`config.mk`:
```
export PLATFORM = sky130hd
export DESIGN_NAME = vec_wb_serializer
export DESIGN_NICKNAME = d
export VERILOG_FILES = /design/src/rtl/vec_wb_serializer.sv
export SDC_FILE = /design/constraint.sdc
export NUM_CORES = 1
export LEC_CHECK = 0
export ABC_AREA = 1
export BUFFER_PORTS_ARGS = -buffer_cell sky130_fd_sc_hd__clkbuf_2
export CAP_MARGIN = 10
export CORE_AREA = 2 2 194 339
export CTS_CLUSTER_SIZE = 30
export DETAILED_ROUTE_END_ITERATION = 10
export DIE_AREA = 0 0 196 341
export GPL_ROUTABILITY_DRIVEN = 0
export HOLD_SLACK_MARGIN = 0.02
export PLACE_DENSITY_LB_ADDON = 0.1
export SYNTH_ARGS = -nofsm -noshare
export SYNTH_HDL_FRONTEND = slang
export SYNTH_SLANG_ARGS = --single-unit
```
`constraint.sdc`:
```
create_clock -name clk -period 3.4 [get_ports clk]
set_input_delay 0.51 -clock clk [delete_from_list [all_inputs] [get_ports clk]]
set_output_delay 0.51 -clock clk [all_outputs]
set_load 0.05 [all_outputs]
```
`src/rtl/vec_wb_serializer.sv`:
```
// -----------------------------------------------------------------------------
// vec_wb_serializer
//
// Captures one full vector ALU result (LANES lane words, per-lane NZCV, lane
// enable mask and a base byte address) in a single valid/ready handshake, then
// drains the enabled lanes to a single-port data memory, one word write per
// accepted cycle, at base + 4*lane. After the last write a one-cycle done pulse
// is raised and the reduced NZCV of the enabled lanes is published on flags.
//
// Ports
//   clk        clock, all state updates on the rising edge
//   rst_n      asynchronous active-low reset
//   in_valid   upstream presents a vector
//   in_ready   serializer can accept a vector (IDLE and out of reset)
//   in_data    lane results, index 0 = lane 0
//   in_nzcv    per-lane flags, [3:0] = N,Z,C,V
//   in_mask    lane enable, 1 = write this lane
//   in_base    byte address of lane 0
//   mem_we     write request to data memory
//   mem_addr   write byte address
//   mem_wdata  write data
//   mem_ready  memory accepts the write this cycle
//   busy       a captured vector is not yet fully retired
//   done       one-cycle pulse when the vector is retired
//   flags      reduced NZCV of the last retired vector
// -----------------------------------------------------------------------------
module vec_wb_serializer #(
    parameter int bits   = 32,
    parameter int LANES  = 10,
    parameter int ADDR_W = 32
) (
    input  logic              clk,
    input  logic              rst_n,
    input  logic              in_valid,
    output logic              in_ready,
    input  logic [bits-1:0]   in_data [LANES-1:0],
    input  logic [3:0]        in_nzcv [LANES-1:0],
    input  logic [LANES-1:0]  in_mask,
    input  logic [ADDR_W-1:0] in_base,
    output logic              mem_we,
    output logic [ADDR_W-1:0] mem_addr,
    output logic [bits-1:0]   mem_wdata,
    input  logic              mem_ready,
    output logic              busy,
    output logic              done,
    output logic [3:0]        flags
);

    localparam int LANE_W = (LANES > 1) ? $clog2(LANES) : 1;

    typedef enum logic [1:0] {
        S_IDLE  = 2'd0,
        S_WRITE = 2'd1,
        S_DONE  = 2'd2
    } state_t;

    state_t            r_state;
    state_t            w_state_next;
    logic [bits-1:0]   r_data [LANES-1:0];
    logic [LANES-1:0]  r_pend;
    logic [ADDR_W-1:0] r_base;
    logic [3:0]        r_red;
    logic [3:0]        r_flags;

    logic [LANES-1:0]  w_n_vec;
    logic [LANES-1:0]  w_z_vec;
    logic [LANES-1:0]  w_c_vec;
    logic [LANES-1:0]  w_v_vec;
    logic [3:0]        w_red;
    logic [LANES-1:0]  w_lane_onehot;
    logic [LANES-1:0]  w_pend_after;
    logic [LANE_W-1:0] w_lane;
    logic              w_capture;
    logic              w_accept;

    // Per-lane flag contributions. Disabled lanes are neutral for each
    // reduction: 0 for the OR terms, 1 for the Z AND term. An all-zero mask
    // therefore reduces to 4'b0100 without a special case.
    genvar gi;
    generate
        for (gi = 0; gi < LANES; gi++) begin : g_lane_flags
            assign w_n_vec[gi] =  in_mask[gi] & in_nzcv[gi][3];
            assign w_z_vec[gi] = ~in_mask[gi] | in_nzcv[gi][2];
            assign w_c_vec[gi] =  in_mask[gi] & in_nzcv[gi][1];
            assign w_v_vec[gi] =  in_mask[gi] & in_nzcv[gi][0];
        end
    endgenerate

    assign w_red = {|w_n_vec, &w_z_vec, |w_c_vec, |w_v_vec};

    // Lowest pending lane: isolate the lowest set bit, then encode it. Lanes
    // that are not pending never get a cycle.
    assign w_lane_onehot = r_pend & (~r_pend + 1'b1);
    assign w_pend_after  = r_pend & ~w_lane_onehot;

    always_comb begin
        w_lane = '0;
        for (int i = 0; i < LANES; i++) begin
            if (w_lane_onehot[i]) begin
                w_lane = w_lane | LANE_W'(i);
            end
        end
    end

    assign in_ready  = (r_state == S_IDLE) & rst_n;
    assign busy      = (r_state != S_IDLE);
    assign done      = (r_state == S_DONE);
    assign mem_we    = (r_state == S_WRITE);
    assign w_capture = in_valid & in_ready;
    // mem_ready outside WRITE is ignored because mem_we gates it.
    assign w_accept  = mem_we & mem_ready;

    // Address and data depend only on registered state, so they stay stable
    // across any number of stalled cycles. Forced to zero outside WRITE.
    assign mem_addr  = mem_we ? (r_base + ADDR_W'({w_lane, 2'b00})) : '0;
    assign mem_wdata = mem_we ? r_data[w_lane] : '0;
    assign flags     = r_flags;

    always_comb begin
        w_state_next = r_state;
        unique case (r_state)
            S_IDLE: begin
                if (w_capture) begin
                    w_state_next = (|in_mask) ? S_WRITE : S_DONE;
                end
            end
            S_WRITE: begin
                if (w_accept && (w_pend_after == '0)) begin
                    w_state_next = S_DONE;
                end
            end
            S_DONE: begin
                w_state_next = S_IDLE;
            end
            default: begin
                w_state_next = S_IDLE;
            end
        endcase
    end

    always_ff @(posedge clk or negedge rst_n) begin
        if (!rst_n) begin
            r_state <= S_IDLE;
            r_pend  <= '0;
            r_base  <= '0;
            r_red   <= '0;
            r_flags <= '0;
            for (int i = 0; i < LANES; i++) begin
                r_data[i] <= '0;
            end
        end else begin
            r_state <= w_state_next;
            if (w_capture) begin
                for (int i = 0; i < LANES; i++) begin
                    r_data[i] <= in_data[i];
                end
                r_base <= in_base;
                r_red  <= w_red;
                r_pend <= in_mask;
            end else if (w_accept) begin
                r_pend <= w_pend_after;
            end
            // Publish flags as DONE is entered so they are valid alongside
            // the done pulse. A zero-mask vector goes straight from IDLE, so
            // its reduction is taken from the inputs being captured.
            if ((w_state_next == S_DONE) && (r_state != S_DONE)) begin
                r_flags <= (r_state == S_IDLE) ? w_red : r_red;
            end
        end
    end

endmodule

```
==> results of run 1 <==
what timing repair did:
action	CTS	global route
endpoints found under the setup margin	58	60
resized for setup	129	113
pin swaps	24	40
cloned	12	12
setup buffers	15	20
metrics by stage:
step,hold slack [ps],instances,TNS (ps),instance area [µm²]
3_5_place_dp,465,3797,-1710,23300
4_1_cts,54.0,3897,-13160,25800
2_1_floorplan,214,2601,-389,19200
3_3_place_gp,462,3797,-1380,23300
6_report,-19.6,3933,-15090,26600
5_1_grt,53.8,3931,-22740,26500
state kept, by name (all words and copies together), names as in the netlist:
register and count:
r_red 4, flags 4, r_base 32, r_pend 10, r_data 320, r_state 2
layer usage:
metal  GRT usage (%)  share of wire, %  vias to the layer above
met5               0             0.070                        -
met4            13.0               5.4                       10
met3            3.42               5.8                      164
met2            43.5                49                      789
met1            31.7                40                     9541
li1                -                 -                     9386
power by group through the flow:
stage | Combinational [mW] | Sequential [mW] | Clock [mW]
after floorplan | 11.7 | 7.50 | 0
after global placement | 19.7 | 7.89 | 0
after detailed placement | 19.8 | 7.90 | 0
after CTS | 22.6 | 7.86 | 4.93
after global routing | 26.1 | 8.11 | 5.08
final | 24.5 | 7.91 | 4.82
area by class of cell:
class	instances	area, µm²
Tap cell	812	1020
Antenna cell	5	12.5
Multi-Input combinational cell	1926	9250
Clock inverter	14	201
Inverter	126	485
Sequential cell	372	9310
Timing Repair Buffer	619	5060
Fill cell	6636	37500
Clock buffer	59	1220
cell usage in the layout, fill, tap and decap left out, types with 45 or more instances in the layout:
| master | instances |
|---|---|
| nand4_1 | 145 |
| clkbuf_16 | 52 |
| dfrtp_1 | 372 |
| nand2_1 | 1238 |
| buf_4 | 79 |
| clkbuf_2 | 417 |
| o21ai_0 | 65 |
| buf_12 | 63 |
| nand3_2 | 45 |
| inv_1 | 102 |
| nand3_1 | 189 |
how the worst min path moves through the flow:
| stage | endpoint | slack, ps |
|---|---|---|
| finish | r_base[0] | -20 |
| global route | r_base[0] | 50 |
| CTS | r_base[0] | 50 |
| detailed placement | r_data[198] | 470 |
| global placement | r_data[280] | 460 |
| floorplan | flags[0] | 210 |
cells by family (layout without fill, tap and decap cells):
| family | Yosys count | count (layout) | synth area share (%) |
|---|---|---|---|
| simple gates | 1744 | 1744 | 38.4 |
| flops | 372 | 372 | 48.9 |
| buf+inv | 303 | 818 | 6.75 |
| compound gates | 169 | 169 | 5.18 |
| xor+xnor | 8 | 8 | 0.368 |
| fa+ha+maj | 5 | 5 | 0.368 |
| other cells | 0 | 5 | 0 |
==> results.txt, run 1 <==
----------------------------------------------------
[Power]
  Internal Pwr Total ... 18.7 mW
  Switching power of the nets ... 18.5 mW
  Power Density ... 1400 mW/mm²
  Worst voltage drop across the vdd grid ... 686 µV
  Sw Ratio ... 49.7%
  P_leak ... 13.9 nW
  Relative contribution of sequential cells to total power ... 21.2%
  Clock group share of total power ... 12.9%
  Logic gate share of total power ... 65.8%
  Total power ... 37.2 mW

[Setup path]
  Slowest CP cell ... dfrtp_1
  Kind of start point of the critical path ... register
  Required time of the critical path ... 2890 ps
  Capturing point of the worst reg2reg path ... r_base[23]
  Worst R2R Start ... r_state[0]
  Most prevalent standard cell on the critical path ... nor2_4
  Critical path origin ... r_pend[3]
  Crit path to ... mem_addr[30]
  CP bufs+invs ... 3
  Number of cells on the critical path ... 19
  Worst Setup End Kind ... output port
  R2R Setup Slk ... 970 ps
  Largest fanout on the critical path ... 3
  Critical path class ... register to output port
  Cell count of the worst reg-to-reg path ... 8
  Arrival time of the worst setup path ... 3430 ps
  Cells along the critical path ... nor2_4 > nand2_4 > nor2_4 > nand3_4 > nand3_4 > ha_4 > fa_2 > nand3_2 > nand2_2 > nand2_4 > nor3_4 > nand2_2 > nor2_4 > buf_4 > buf_6 > nand2_4 > xor2_2 > nor2_4 > buf_12
  Kind of cell adding the most delay to the critical path ... simple AND/OR/NAND/NOR gates
  Maximum cell stage delay along the critical path ... 440 ps

[Timing]
  Number of slew-limit violations in the final report ... 0
  Setup slack after layout ... -544 ps
  Transition time of the tightest slew-check pin ... 1010 ps
  Post-layout minimum cycle time ... 3940 ps
  Final-layout worst hold slack ... -19.6 ps
  Hold violation total from the final report ... 6
  Setup repair after global routing missed its margin ... yes
  Portion of the clock cycle consumed by the worst path in the final layout ... 116%
  Final Skew ... 14.3 ps
  Relative slew margins ... 32.6%
  Timing-limited maximum frequency ... 254 MHz
  Endpoints failing setup ... 58

[Clock tree]
  Maximum buffer depth of the clock tree ... 3
  Cell at the root of the clock tree ... clkbuf_16
  Clock tree from TritonCTS ... done
  Insertion delay to the later sink of the worst-skew pair ... 560 ps
  Clock sink count ... 372
  Clock-pin slew on the worst setup and hold paths ... 60 ps
  Inserted Clock Buffers ... 41
  H-tree levels ... 2
  Cts-stage hold buffer count ... 0

[Global route]
  Vias in the first global route ... 20500
  Initial antenna violation count ... 10
  Maximum number of pins on one net before global-route repair ... 159
  Gr usage total ... 25.6%
  Global-route wire length before repair ... 129 mm
  Overflow left after global routing ... 0

[Run status]
  Violated checks ... negative hold slack, negative setup slack
  Result of the run ... finished with violations

[Floorplanning]
  Std-Cell Core Area ... 0.0640 mm²
  Number of top-level pins ... 478
  Std-Cell Rows ... 123
  Initial Util ... 29.7%
  Width of the chip ... 196 µm
  Die Span Y ... 341 µm
  Die footprint ... 0.0668 mm²

[Cells and area]
  Ratio of cells with drive above 1 in the final layout ... 27.3%
  Number of nets at the end of the flow ... 3497
  Fraction of the core area covered by cells at the end of the flow ... 41.5%
  Area growth from synthesis to layout ... 39.5%

[Placement]
  Worst slack, placed ... -160 ps
  Port-buffer cells ... 477
  Placed wire-length estimate after detailed placement ... 59.1 mm

[Synthesis]
  Post-synth design cell area ... 0.0190 mm²
  Share of the yosys chip area belonging to registers ... 48.9%
  Number of cells produced by synthesis ... 2601
  Post-synth top flop ... dfrtp_1
  FF+latch count, synth ... 372
  Area share of the largest cell type after synthesis ... 48.9%
  Most frequent cells after synthesis ... nand2_1, dfrtp_1, nand3_1
  Post-synth EDFFs ... 0
  Net count after synthesis ... 3012
  Dominant cell by count in the synthesized netlist ... nand2_1
  Count of distinct cell types in the synthesized netlist ... 33
  Area contributors post-synth ... dfrtp_1, nand2_1, nand3_1
  Average instance area after synthesis ... 7.32 µm²
  Top cell type by total area after synthesis ... dfrtp_1
  Yosys warning total ... 0
  Ys async rst share ... 100%

[Drt]
  DR pass1 iterations ... 6
  Routed WL ... 88.6 mm
  Number of nets still failing antenna checks after routing ... 0
  Vias ... 19900
  DRC violation count after routing ... 0
  WL per Instance ... 22.5 µm
  DRC marker count from the first detailed-route iteration ... 1584
  Vias per Instance ... 5.06

[Flow run]
  Number of maximum-capacitance violations ... 0

[Min path]
  Kind of path behind the tightest hold check ... primary input to async pin

----------------------------------------------------
No activity file was read; power rests on OpenSTA's default activity.
==> run 2: changes to the inputs <==
--- a/config.mk
+++ b/config.mk
@@ -8,6 +8,8 @@
 export ABC_AREA = 1
 export BUFFER_PORTS_ARGS = -buffer_cell sky130_fd_sc_hd__clkbuf_2
 export CAP_MARGIN = 10
+export CELL_PAD_IN_SITES_DETAIL_PLACEMENT = 1
+export CELL_PAD_IN_SITES_GLOBAL_PLACEMENT = 1
 export CORE_AREA = 2 2 194 339
 export CTS_CLUSTER_SIZE = 30
 export DETAILED_ROUTE_END_ITERATION = 10
==> run 2 against run 1 <==
  * The run ends with negative setup slack left
  * Global-route usage is 1.4 points higher
  * Die area stayed put
  * First-iteration DRC count is 28% lower
  * Critical path depth is 1 lower
  * Register-to-register slack better by 90 ps
  * Clock skew is 5.6 ps higher
  * Clock power is 7.5% lower
  * Clock-buffer cell count is 2 higher
  * Cell count is 0.25% lower
  * Largest power group unchanged
==> results.txt, run 2 (synthesized netlist as in run 1, its figures left out) <==
----------------------------------------------------
[Clock tree]
  Clock tree from TritonCTS ... done
  Inserted Clock Buffers ... 40 (-2.4%)
  H-tree levels ... 2 (unchanged)
  Clock sink count ... 372 (unchanged)
  Clock-pin slew on the worst setup and hold paths ... 60 ps (about the same)
  Maximum buffer depth of the clock tree ... 3 (unchanged)
  Insertion delay to the later sink of the worst-skew pair ... 580 ps (+20 ps)
  Cell at the root of the clock tree ... clkbuf_16

[Setup path]
  Worst Setup End Kind ... output port
  Largest fanout on the critical path ... 4 (+1)
  Required time of the critical path ... 2890 ps (about the same)
  Critical path class ... register to output port
  Arrival time of the worst setup path ... 3430 ps (about the same)
  Cell count of the worst reg-to-reg path ... 8 (unchanged)
  Kind of start point of the critical path ... register

[Drt]
  Number of nets still failing antenna checks after routing ... 0 (unchanged)
  DR pass1 iterations ... 5 (-1)
  WL per Instance ... 23.8 µm (+5.6%)
  Vias ... 20200 (+1.5%)
  DRC marker count from the first detailed-route iteration ... 1133 (-28%)
  Vias per Instance ... 5.15 (+1.7%)
  DRC violation count after routing ... 0 (unchanged)
  Routed WL ... 93.3 mm (+5.3%)

[Cells and area]
  Most frequent standard cell in the layout excluding fill and tap cells ... nand2_1
  Max reg flops ... 320 (unchanged)
  Register with the highest flop count ... r_data
  Number of nets at the end of the flow ... 3490 (-0.20%)
  Ratio of cells with drive above 1 in the final layout ... 26.8% (-0.49 points)
  Final Instance Area ... 0.0264 mm² (-0.73%)
  Commonest cells after routing, fill and taps aside ... nand2_1, clkbuf_2, dfrtp_1
  Top Registers ... r_data (320), r_base (32), r_pend (10)
  Area growth from synthesis to layout ... 38.5%
  Filler Cells Inserted ... 7861 (+18%)
  Fraction of the core area covered by cells at the end of the flow ... 41.2% (-0.30 points)

[Global route]
  Global-route wire length before repair ... 136 mm (+5.8%)
  Overflow left after global routing ... 0 (unchanged)
  Maximum number of pins on one net before global-route repair ... 165 (+3.8%)
  Gr usage total ... 27.0% (+1.4 points)
  Vias in the first global route ... 21500 (+4.7%)
  Initial antenna violation count ... 6 (-4)

[Floorplanning]
  Width of the chip ... 196 µm (unchanged)
  Std-Cell Rows ... 123 (unchanged)
  Number of top-level pins ... 478 (unchanged)
  Die footprint ... 0.0668 mm² (unchanged)
  Initial Util ... 29.7% (unchanged)
  Std-Cell Core Area ... 0.0640 mm² (unchanged)
  Die Span Y ... 341 µm (unchanged)

[Timing]
  Final Skew ... 19.9 ps (+5.58 ps)
  Endpoints failing setup ... 57 (-1.7%)
  Setup slack after layout ... -538 ps (+6.00 ps)
  Hold violation total from the final report ... 0 (-6)
  Post-layout minimum cycle time ... 3940 ps (-6.00 ps)
  Timing-limited maximum frequency ... 254 MHz (+0.15%)
  Setup TNS after final layout ... -17140 ps (-2060 ps)
  Number of slew-limit violations in the final report ... 0 (unchanged)
  Setup repair after global routing missed its margin ... yes
  Portion of the clock cycle consumed by the worst path in the final layout ... 116% (-0.18 points)
  Relative slew margins ... 39.9% (+7.4 points)
  Transition time of the tightest slew-check pin ... 893 ps (-119 ps)

[Power]
  Power Density ... 1410 mW/mm² (+0.63%)
  Relative contribution of sequential cells to total power ... 21.3% (about the same)
  Total power ... 37.2 mW (-0.10%)
  Logic gate share of total power ... 66.7% (+0.9 points)
  P_leak ... 13.8 nW (-0.70%)
  Worst voltage drop across the vdd grid ... 739 µV (+7.7%)
  Internal Pwr Total ... 18.5 mW (-1.1%)
  Sw Ratio ... 50.2% (+0.52 points)
  Clock group share of total power ... 12.0% (-0.9 points)
  Switching power of the nets ... 18.7 mW (+0.95%)

[Run status]
  Violated checks ... negative setup slack
  Result of the run ... finished with violations

[Flow run]
  Number of maximum-capacitance violations ... 0 (unchanged)

[Min path]
  Worst hold stages ... 3
  Kind of path behind the tightest hold check ... primary input to register

[Placement]
  Port-buffer cells ... 477 (unchanged)
  Placement-stage cell area ... 0.0232 mm² (-0.32%)
  Placed wire-length estimate after detailed placement ... 62.5 mm (+5.8%)

----------------------------------------------------
## run 2: cell count changes in the layout (fill, tap and decap cells not counted), moves of 5 or more
cell	before	now
nand3_2	45	38
buf_8	13	8
inv_1	102	110
buf_12	63	57
clkbuf_8	13	18
buf_16	11	18
nand3_1	189	200
inv_2	21	15
## run 2: stage by stage
step	instances	hold slack, ps	setup WS [ps]
after global placement	3784	443	-121
final	3923	133	-538
after floorplan	2601	214	-171
after CTS	3885	110	-550
after global routing	3923	129	-701
after detailed placement	3784	445	-161
## run 2: layer usage
layer / share of wire, % / GRT usage [%]
met1: 40 / 33.4
met3: 5.1 / 3.51
met4: 4.5 / 11.2
met5: 0.028 / 0
met2: 50 / 47.4
## run 2: critical path, stage by stage, from the launching register on
cell	delay [ps]
dfrtp_1	410
nor2_4	200
nand2_4	80
nor2_4	140
nand3_4	110
nand3_4	130
ha_4	150
fa_2	210
nand3_2	80
nand2_2	90
nand2_4	70
buf_6	120
nor2_4	110
nand2_2	80
nor3_4	330
and3_4	250
nor2_2	50
nor2_4	130
buf_12	140
## run 2: what timing repair did
item                                    CTS  global route
buffers inserted                         14            26
cloned                                   14            11
hold endpoints to repair                 41             0
hold buffers                              1             0
pin swaps                                12            50
resized for setup                       103           120
endpoints found under the setup margin   60            60
## run 2: power groups by stage
stage          clock (mW)  sequential (mW)  combinational (mW)
2_1_floorplan           0             7.50                11.7
3_3_place_gp            0             7.84                20.0
3_5_place_dp            0             7.91                20.2
4_1_cts              4.59             7.88                22.8
5_1_grt              4.72             8.13                26.4
6_report             4.46             7.92                24.8
## run 2: worst paths after layout
check	from	endpoint	slack [ps]
max	r_pend[0]	mem_addr[20]	-540
min	in_data[234]	r_data[234]	130
max reg2reg	r_state[0]	r_data[57]	1060
min reg2reg	r_data[278]	r_data[278]	480
max in group asynchronous	rst_n	r_base[20]	1360
min in group asynchronous	rst_n	r_data[111]	440
## run 2: area by class of cell
cell class	instances	area [µm²]	share of cell area, %
Tap cell	812	1020	3.85
Antenna cell	2	5.00	0.0190
Clock buffer	61	1210	4.60
Inverter	126	480	1.82
Timing Repair Buffer	613	5040	19.1
Sequential cell	372	9310	35.3
Multi-Input combinational cell	1926	9200	34.9
Clock inverter	11	87.6	0.332
